<file path="src/rtl/ram_stream_pkg.sv">
// Shared types and constants for the RAM block reader and its output FIFO.
package ram_stream_pkg;
    typedef enum logic [1:0] {IDLE, READ, DRAIN} state_e;
    localparam int FIFO_DEPTH = 2;
    localparam int RD_LATENCY = 1;
endpackage

</file>
<file path="src/rtl/stream_fifo2.sv">
// Two-entry data+last FIFO with fall-through: an incoming word is visible on the
// output in the cycle it is pushed, so an empty FIFO adds no latency.
module stream_fifo2 import ram_stream_pkg::*; #(
    parameter int W = 32
) (
    input  logic         clk_i,
    input  logic         rst_ni,
    input  logic         push_i,
    input  logic [W-1:0] data_i,
    input  logic         last_i,
    input  logic         pop_i,
    output logic         valid_o,
    output logic [W-1:0] data_o,
    output logic         last_o,
    output logic [1:0]   count_o
);
    logic [W:0] mem_q [FIFO_DEPTH];
    logic       rd_ptr_q, wr_ptr_q;
    logic [1:0] cnt_q;
    logic       empty, do_pop, store, adv;

    assign empty   = (cnt_q == 2'd0);
    assign valid_o = !empty || push_i;
    assign count_o = cnt_q;
    assign do_pop  = pop_i && valid_o;
    // A word pushed into an empty FIFO and popped in the same cycle is never stored.
    assign store   = push_i && !(empty && do_pop);
    assign adv     = do_pop && !empty;

    always_comb begin
        {last_o, data_o} = '0;
        if (!empty)      {last_o, data_o} = mem_q[rd_ptr_q];
        else if (push_i) {last_o, data_o} = {last_i, data_i};
    end

    always_ff @(posedge clk_i or negedge rst_ni) begin
        if (!rst_ni) begin
            for (int i = 0; i < FIFO_DEPTH; i++) mem_q[i] <= '0;
            rd_ptr_q <= 1'b0;
            wr_ptr_q <= 1'b0;
            cnt_q    <= 2'd0;
        end else begin
            if (store) begin
                mem_q[wr_ptr_q] <= {last_i, data_i};
                wr_ptr_q        <= ~wr_ptr_q;
            end
            if (adv) rd_ptr_q <= ~rd_ptr_q;
            cnt_q <= cnt_q + {1'b0, store} - {1'b0, adv};
        end
    end
endmodule

</file>
<file path="src/rtl/ram_stream_reader.sv">
// Reads a block of RAM words and emits them as a valid/ready stream with a last flag,
// hiding the RAM read latency and absorbing consumer backpressure.
module ram_stream_reader import ram_stream_pkg::*; #(
    parameter int ADD_SIZE  = 11,
    parameter int DATA_SIZE = 32
) (
    input  logic                 clk,
    input  logic                 rst,
    input  logic                 start,
    input  logic [ADD_SIZE-1:0]  base_addr,
    input  logic [ADD_SIZE:0]    length,
    output logic                 busy,
    output logic                 done,
    output logic                 ram_read_en,
    output logic [ADD_SIZE-1:0]  ram_read_address,
    input  logic [DATA_SIZE-1:0] ram_dataOut,
    output logic [DATA_SIZE-1:0] m_data,
    output logic                 m_valid,
    input  logic                 m_ready,
    output logic                 m_last
);
    state_e                  state_q, state_d;
    logic [ADD_SIZE-1:0]     addr_q, addr_d;
    logic [ADD_SIZE:0]       reads_rem_q, reads_rem_d;
    logic [ADD_SIZE:0]       beats_rem_q, beats_rem_d;
    logic                    done_q, done_d;
    logic [RD_LATENCY-1:0]   rd_vld_q, rd_last_q;
    logic [1:0]              fifo_cnt, inflight, occ;
    logic                    read_en, read_is_last, beat;

    // Credit: stored words plus reads in flight may never exceed the FIFO depth.
    assign inflight     = 2'($countones(rd_vld_q));
    assign occ          = fifo_cnt + inflight;
    assign read_en      = (state_q == READ) && (reads_rem_q != '0) && (occ < 2'(FIFO_DEPTH));
    assign read_is_last = (reads_rem_q == (ADD_SIZE+1)'(1));
    assign beat         = m_valid && m_ready;

    assign busy             = (state_q != IDLE);
    assign done             = done_q;
    assign ram_read_en      = read_en;
    assign ram_read_address = addr_q;

    always_comb begin
        state_d     = state_q;
        addr_d      = addr_q;
        reads_rem_d = reads_rem_q;
        beats_rem_d = beats_rem_q;
        done_d      = 1'b0;
        if (beat) beats_rem_d = beats_rem_q - 1'b1;
        case (state_q)
            IDLE: if (start) begin
                addr_d      = base_addr;
                reads_rem_d = length;
                beats_rem_d = length;
                // Empty block: finish through DRAIN so busy covers the done cycle.
                if (length == '0) begin
                    state_d = DRAIN;
                    done_d  = 1'b1;
                end else begin
                    state_d = READ;
                end
            end
            READ: if (read_en) begin
                addr_d      = addr_q + 1'b1;
                reads_rem_d = reads_rem_q - 1'b1;
                if (read_is_last) state_d = DRAIN;
            end
            DRAIN: begin
                if (beats_rem_q == '0) begin
                    state_d = IDLE;
                end else if (beat && m_last) begin
                    state_d = IDLE;
                    done_d  = 1'b1;
                end
            end
            default: state_d = IDLE;
        endcase
    end

    always_ff @(posedge clk or negedge rst) begin
        if (!rst) begin
            state_q     <= IDLE;
            addr_q      <= '0;
            reads_rem_q <= '0;
            beats_rem_q <= '0;
            done_q      <= 1'b0;
            rd_vld_q    <= '0;
            rd_last_q   <= '0;
        end else begin
            state_q     <= state_d;
            addr_q      <= addr_d;
            reads_rem_q <= reads_rem_d;
            beats_rem_q <= beats_rem_d;
            done_q      <= done_d;
            rd_vld_q    <= (rd_vld_q << 1) | RD_LATENCY'(read_en);
            rd_last_q   <= (rd_last_q << 1) | RD_LATENCY'(read_en && read_is_last);
        end
    end

    stream_fifo2 #(.W(DATA_SIZE)) u_fifo (
        .clk_i   (clk),
        .rst_ni  (rst),
        .push_i  (rd_vld_q[RD_LATENCY-1]),
        .data_i  (ram_dataOut),
        .last_i  (rd_last_q[RD_LATENCY-1]),
        .pop_i   (m_ready),
        .valid_o (m_valid),
        .data_o  (m_data),
        .last_o  (m_last),
        .count_o (fifo_cnt)
    );
endmodule

</file>
<file path="config.mk">
export PLATFORM = sky130hd
export DESIGN_NAME = ram_stream_reader
export DESIGN_NICKNAME = d
export VERILOG_FILES = /design/src/rtl/ram_stream_pkg.sv /design/src/rtl/stream_fifo2.sv /design/src/rtl/ram_stream_reader.sv
export SDC_FILE = /design/constraint.sdc
export NUM_CORES = 1
export LEC_CHECK = 0
export BUFFER_PORTS_ARGS = -buffer_cell sky130_fd_sc_hd__buf_2
export CAP_MARGIN = 15
export CORE_MARGIN = 4
export CORE_UTILIZATION = 45
export DETAILED_ROUTE_END_ITERATION = 12
export GPL_TIMING_DRIVEN = 0
export MAX_ROUTING_LAYER = met4
export PLACE_DENSITY_LB_ADDON = 0.08
export SLEW_MARGIN = 20
export SYNTH_ARGS = -nofsm -noshare
export SYNTH_HDL_FRONTEND = slang
export SYNTH_SLANG_ARGS = --single-unit
export TNS_END_PERCENT = 20
</file>
<file path="constraint.sdc">
create_clock -name clk -period 5 [get_ports clk]
set_clock_uncertainty 0.15 [all_clocks]
set_input_delay 0 -clock clk [delete_from_list [all_inputs] [get_ports clk]]
set_output_delay 0 -clock clk [all_outputs]
set_load 0.01 [all_outputs]
</file>
* After elaboration in Yosys (flattened, before gate mapping)
Cells that the tools add are included.
** Cells by class
- Add/subtract/negate cells :: 6
- Magnitude comparators :: 4
- Equality and inequality tests :: 7
- Muxes and demuxes :: 31
- Bitwise operators :: 4
- Reductions and logical operators :: 21
** Operators with widths (count)
- 33-bit two-way mux :: 4
- 66-bit bitwise mux :: 1
- 32-bit two-way mux :: 2
- 12-bit two-way mux :: 5
- 33-bit demux with 1-bit select :: 1
- 12-bit logical NOT :: 2
- 12-bit case mux with 2 select lines :: 1
- 12-bit by 1-bit subtractor with 12-bit output, second input constant :: 2
- 11-bit two-way mux :: 2
- 11-bit case mux with 2 select lines :: 1
- 12-bit by 1-bit == test with 1-bit output, second input constant :: 1
- 2-bit two-way mux :: 6
- 12-bit nonzero test :: 1
- 11-bit by 1-bit adder with 11-bit output, second input constant :: 1
- 1-bit logical AND :: 9
- 1-bit two-way mux :: 6
- 2-bit != test, second input constant :: 3
- 2-bit case mux with 3 select lines :: 1
- 2-bit by 1-bit adder with 2-bit output :: 2
- 2-bit greater-or-equal comparator, second input constant :: 2
- 2-bit logical NOT :: 2
- 1-bit inverter with 2-bit output :: 2
- 4-bit AND reduction :: 1
- 2-bit nonzero test :: 2
- other kinds (11) :: 13
** Word-level totals
- Register bits :: 110
- Output and inout bits :: 48

* Longest topological paths before layout
- Word-level depth :: 9
- Mapped depth :: 8

* By module
A second synthesis with hierarchy kept.
** Second synthesis, totals
- Cell total of the unflattened synthesis :: 538
- Area, all modules :: 5871.9 um^2
** By module, submodules not included
- stream_fifo2 :: times used 1, cells each 271, area each 3513.4 um^2, sequential area each 1751.7 um^2
- ram_stream_reader :: times used 1, cells each 267, area each 2358.5 um^2, sequential area each 1001.0 um^2

* Worst setup path before layout
Ideal clock, no wire load.
- Kind :: reg-to-reg
- Start :: register reads_rem_q[0]
- End :: register reads_rem_q[8]
- Arrival time :: 1.997 ns
- Path slack :: 2.790 ns
- Stages on the path, launching flop included :: 8
- Buffers on the path :: 0
- Period minus slack after synthesis :: 2.210 ns
- Path through :: dfrtp_1 -> inv_1 -> ha_1 -> or3b_4 -> or3_4 -> or3_1 -> a21oi_1 -> o22a_2
** Between the ends
- Longest elaborated chain between the ends :: 5
- Elaborated cells on any way between the ends :: 8
- Those cells by class :: add/sub (1); eq/ne (1); mux (2); reduce/logical (4)
** Ends and longest elaborated chain
- start: declaration :: line ram_stream_reader.sv:24 : logic [ADD_SIZE:0] reads_rem_q, reads_rem_d;
- start signal: assignment :: line ram_stream_reader.sv:92 : reads_rem_q <= reads_rem_d;
- parallel branches: the longest is 5 deep, another holds 12-bit by 1-bit subtractor with 12-bit output
Several ways; the timed one is not identified. The select of a mux whose other input is x is not followed.
A chain may end at the register's enable or synchronous reset.

* Worst setup path in the final report
- Start :: register u_fifo.cnt_q[1] (netlist: u_fifo.count_o[1])
- End :: output port m_data[4]
** Between the ends
- Longest elaborated chain between the ends :: 2
** Ends and longest elaborated chain
- start: declaration :: line stream_fifo2.sv:19 : logic [1:0] cnt_q;
- start signal: assignment :: line stream_fifo2.sv:48 : cnt_q <= cnt_q + {1'b0, store} - {1'b0, adv};
- 2-bit logical NOT :: line stream_fifo2.sv:22 : assign empty = (cnt_q == 2'd0);
- 32-bit two-way mux :: line stream_fifo2.sv:32 : if (!empty) {last_o, data_o} = mem_q[rd_ptr_q];
- end: declaration :: line ram_stream_reader.sv:17 : output logic [DATA_SIZE-1:0] m_data,
Every way passes these cells.

==> reports/metrics.yaml <==
status: "finished clean"
maxSlewViolCount: 0
cts_max_level: 3
cts_setup_buffers: 0
report.final.setup_viol: 0
synth_cells: 549
cts.sinks: 110
num_antenna_cells: 0
slowest_delay_ps: 470
place_congestion: 0.862
root_buffer: "clkbuf_16"
crit_type: "reg2out"
path_cells: "nor2_1 > clkbuf_1 > clkbuf_1 > nand3_1 > o21ai_0 > buf_2"
whs_path_depth: 4
synth_ff_type: "dfrtp_1"
ys_seq_elements: 110
finalWirelength_um: 14800
clk_latency_ps: 350
synth_top_family_by_area: "multiplexers"
gr-usage-all-layers_pct: 21.7
die_x_um: 121
drive_gt1_share_pct: 28.9
crit_slowest_cell: "clkbuf_1"
grt_max_degree: 71
synthesis.yosys.warnings: 0
r2r_cells: 8
seq_area_frac_synth_pct: 48.2
core_area_mm2: 0.0122
grt_antenna_before_repair: 0
critPathCapture: "m_data[4]"
cp.arrival_ps: 2500
die_h_um: 121
synth_simple_gate_area_share_pct: 12.8
die-area_mm2: 0.0146
synth_xor_xnor_area_share_pct: 2.30
drtPass1Iterations: 5
synth_compound_gate_area_share_pct: 12.6
wl_per_cell_um: 16.5
drtIter0Drc: 256
r2r_start: "u_fifo.count_o[1]"
post-route-util_pct: 60.3
ys_async_sr_fraction_pct: 100
area_growth_pct: 28.9
synth.area.mux_share_pct: 19.0
p_leak_nw: 3.28
cts_resized: 0
nets: 793
syn_nets: 616
irDropWorstVdd_uv: 223
r2r_slack_ps: 2580
fin_crit_ps: 2650
required_ps: 4850
initial_utilization_pct: 46.8
cellPowerDensity_mw_per_mm2: 618
viasPerCell: 5.38
end_kind: "output pin"
tightest_slew_ps: 828
cts_tree: "built"
fmax_mhz: 377
dp_hpwl_um: 10100
path_clk_slew_ps: 70
cts_hold_buf: 59
cts_made_buffers: 9
netlist_area_mm2: 0.00572
syn_avg_cell_area_um2: 10.4
synthAdderAreaFrac_pct: 1.75
cp-start-kind: "flip-flop"
vias: 4837
cap_viol_max_count: 0
ant_nets: 0
rsz0062_at_grt: "no"
critical_path.startpoint: "u_fifo.count_o[1]"
path_common_cell: "clkbuf_1"
setup_tns_ps: 0
cp_max_fo: 10
hp-class: "in2reg"
fin_crit_sh_pct: 53.1
synth_cell_types: 57
r2r_end: "u_fifo.count_o[1]"
grt_overflow_total: 0
synth_edf_count: 0
hold_slack_ps: 38.6
io_pins: 107
first_global_vias: 4964
finalHoldViolations: 0
clk_path_buf_depth: 2
grt_pass1_wl_um: 24800
row_count: 40
route.detailed.drc: 0
relSlewSlack_pct: 44.8
p_total_mw: 4.56
io_buffers: 106
-- power breakdown --
| part | internal, mW | switching [mW] |
|---|---|---|
| Clock | 0.339 | 0.335 |
| Sequential | 1.33 | 0.306 |
| Combinational | 1.05 | 1.20 |
| Total | 2.72 | 1.84 |
-- cell families (layout without fill, tap and decap cells) --
group           count (synthesis)  after routing
compound gates                126            126
fa+ha+maj                       8              8
buf+inv                        46            228
xor+xnor                       15             15
mux                           100            100
flops                         110            110
simple gates                  144            144
-- registers in the layout (all words and copies together) (netlist names) --
name and count:
state_q 2, beats_rem_q 12, u_fifo.rd_ptr_q 1, u_fifo.count_o 2, rd_last_q 1, reads_rem_q 12
ram_read_address 11, u_fifo.mem_q 66, rd_vld_q 1, u_fifo.wr_ptr_q 1, done 1
-- placed cells by master (no fill, tap or decap), types with 4 or more instances in the layout --
| cell type | count |
|---|---|
| a21oi_1 | 34 |
| and3_1 | 4 |
| buf_2 | 113 |
| clkbuf_1 | 21 |
| clkbuf_16 | 9 |
| dfrtp_1 | 110 |
| dlygate4sd3_1 | 58 |
| ha_1 | 8 |
| inv_1 | 10 |
| mux2_2 | 66 |
| mux2i_1 | 34 |
| nand2_1 | 37 |
| nand2b_1 | 4 |
| nand3_1 | 39 |
| nor2_1 | 20 |
| nor2b_1 | 4 |
| nor3_1 | 9 |
| nor4_1 | 5 |
| o21ai_0 | 59 |
| o22ai_1 | 6 |
| or3_1 | 5 |
| xnor2_1 | 11 |
| xor2_1 | 4 |
-- final cells by class --
| class | count | area [µm²] |
|---|---|---|
| multi-input cells | 393 | 2770 |
| plain buffers | 36 | 158 |
| well taps | 168 | 210 |
| repair buffers | 166 | 1160 |
| clock inverters | 7 | 51.3 |
| inverters | 10 | 37.5 |
| fillers | 1095 | 4840 |
| clock buffers | 9 | 225 |
| flip-flops and latches | 110 | 2750 |
-- worst min path at each step --
stage,start,endpoint,slack [ps]
after detailed placement,rst,u_fifo.mem_q[39],-200
after CTS,base_addr[7],ram_read_address[7],30
after floorplan,rst,beats_rem_q[0],-450
after global routing,base_addr[7],ram_read_address[7],70
final,base_addr[7],ram_read_address[7],40
after global placement,ram_dataOut[7],u_fifo.mem_q[7],110
-- through the flow --
stage / worst slack, ps / cell area (µm²) / cells
floorplan: 2790 / 5720 / 549
global placement: 2470 / 6460 / 823
detailed placement: 2550 / 6490 / 824
CTS: 2290 / 7370 / 899
global route: 2070 / 7370 / 899
finish: 2350 / 7370 / 899
-- cells in the mapped netlist (all sizes together) (3+ instances only) --
cell type,count,area share (%)
mux2i,34,6.0
or4,3,0.53
clkbuf,22,1.5
ha,8,1.8
a31oi,3,0.33
nand3,39,3.4
o22ai,6,0.66
nand4,3,0.33
buf,14,1.3
xor2,4,0.61
a21oi,34,3.0
dfrtp,110,48
mux2,66,13
nand2,37,2.4
or3,6,0.74
o21ai,61,5.3
xnor2,11,1.7
nor2,20,1.3
nand2b,4,0.44
nor3,10,0.96
and3,4,0.44
inv,10,0.66
nor2b,4,0.44
and2,3,0.33
nor4,5,0.55
-- worst max-delay path, delay by kind of cell, from the launching register on --
| family | cells | cell delay, ps |
|---|---|---|
| compound gates | 1 | 120 |
| buf+inv | 3 | 1060 |
| flops | 1 | 440 |
| simple gates | 2 | 520 |
-- routing by layer --
metal | global-route usage [%] | routed length, µm
met4 | 5.38 | 129
met2 | 36.0 | 7380
met3 | 3.46 | 628
met5 | - | 0
met1 | 28.1 | 6660
Note: power is estimated with default switching activity, not from simulation.
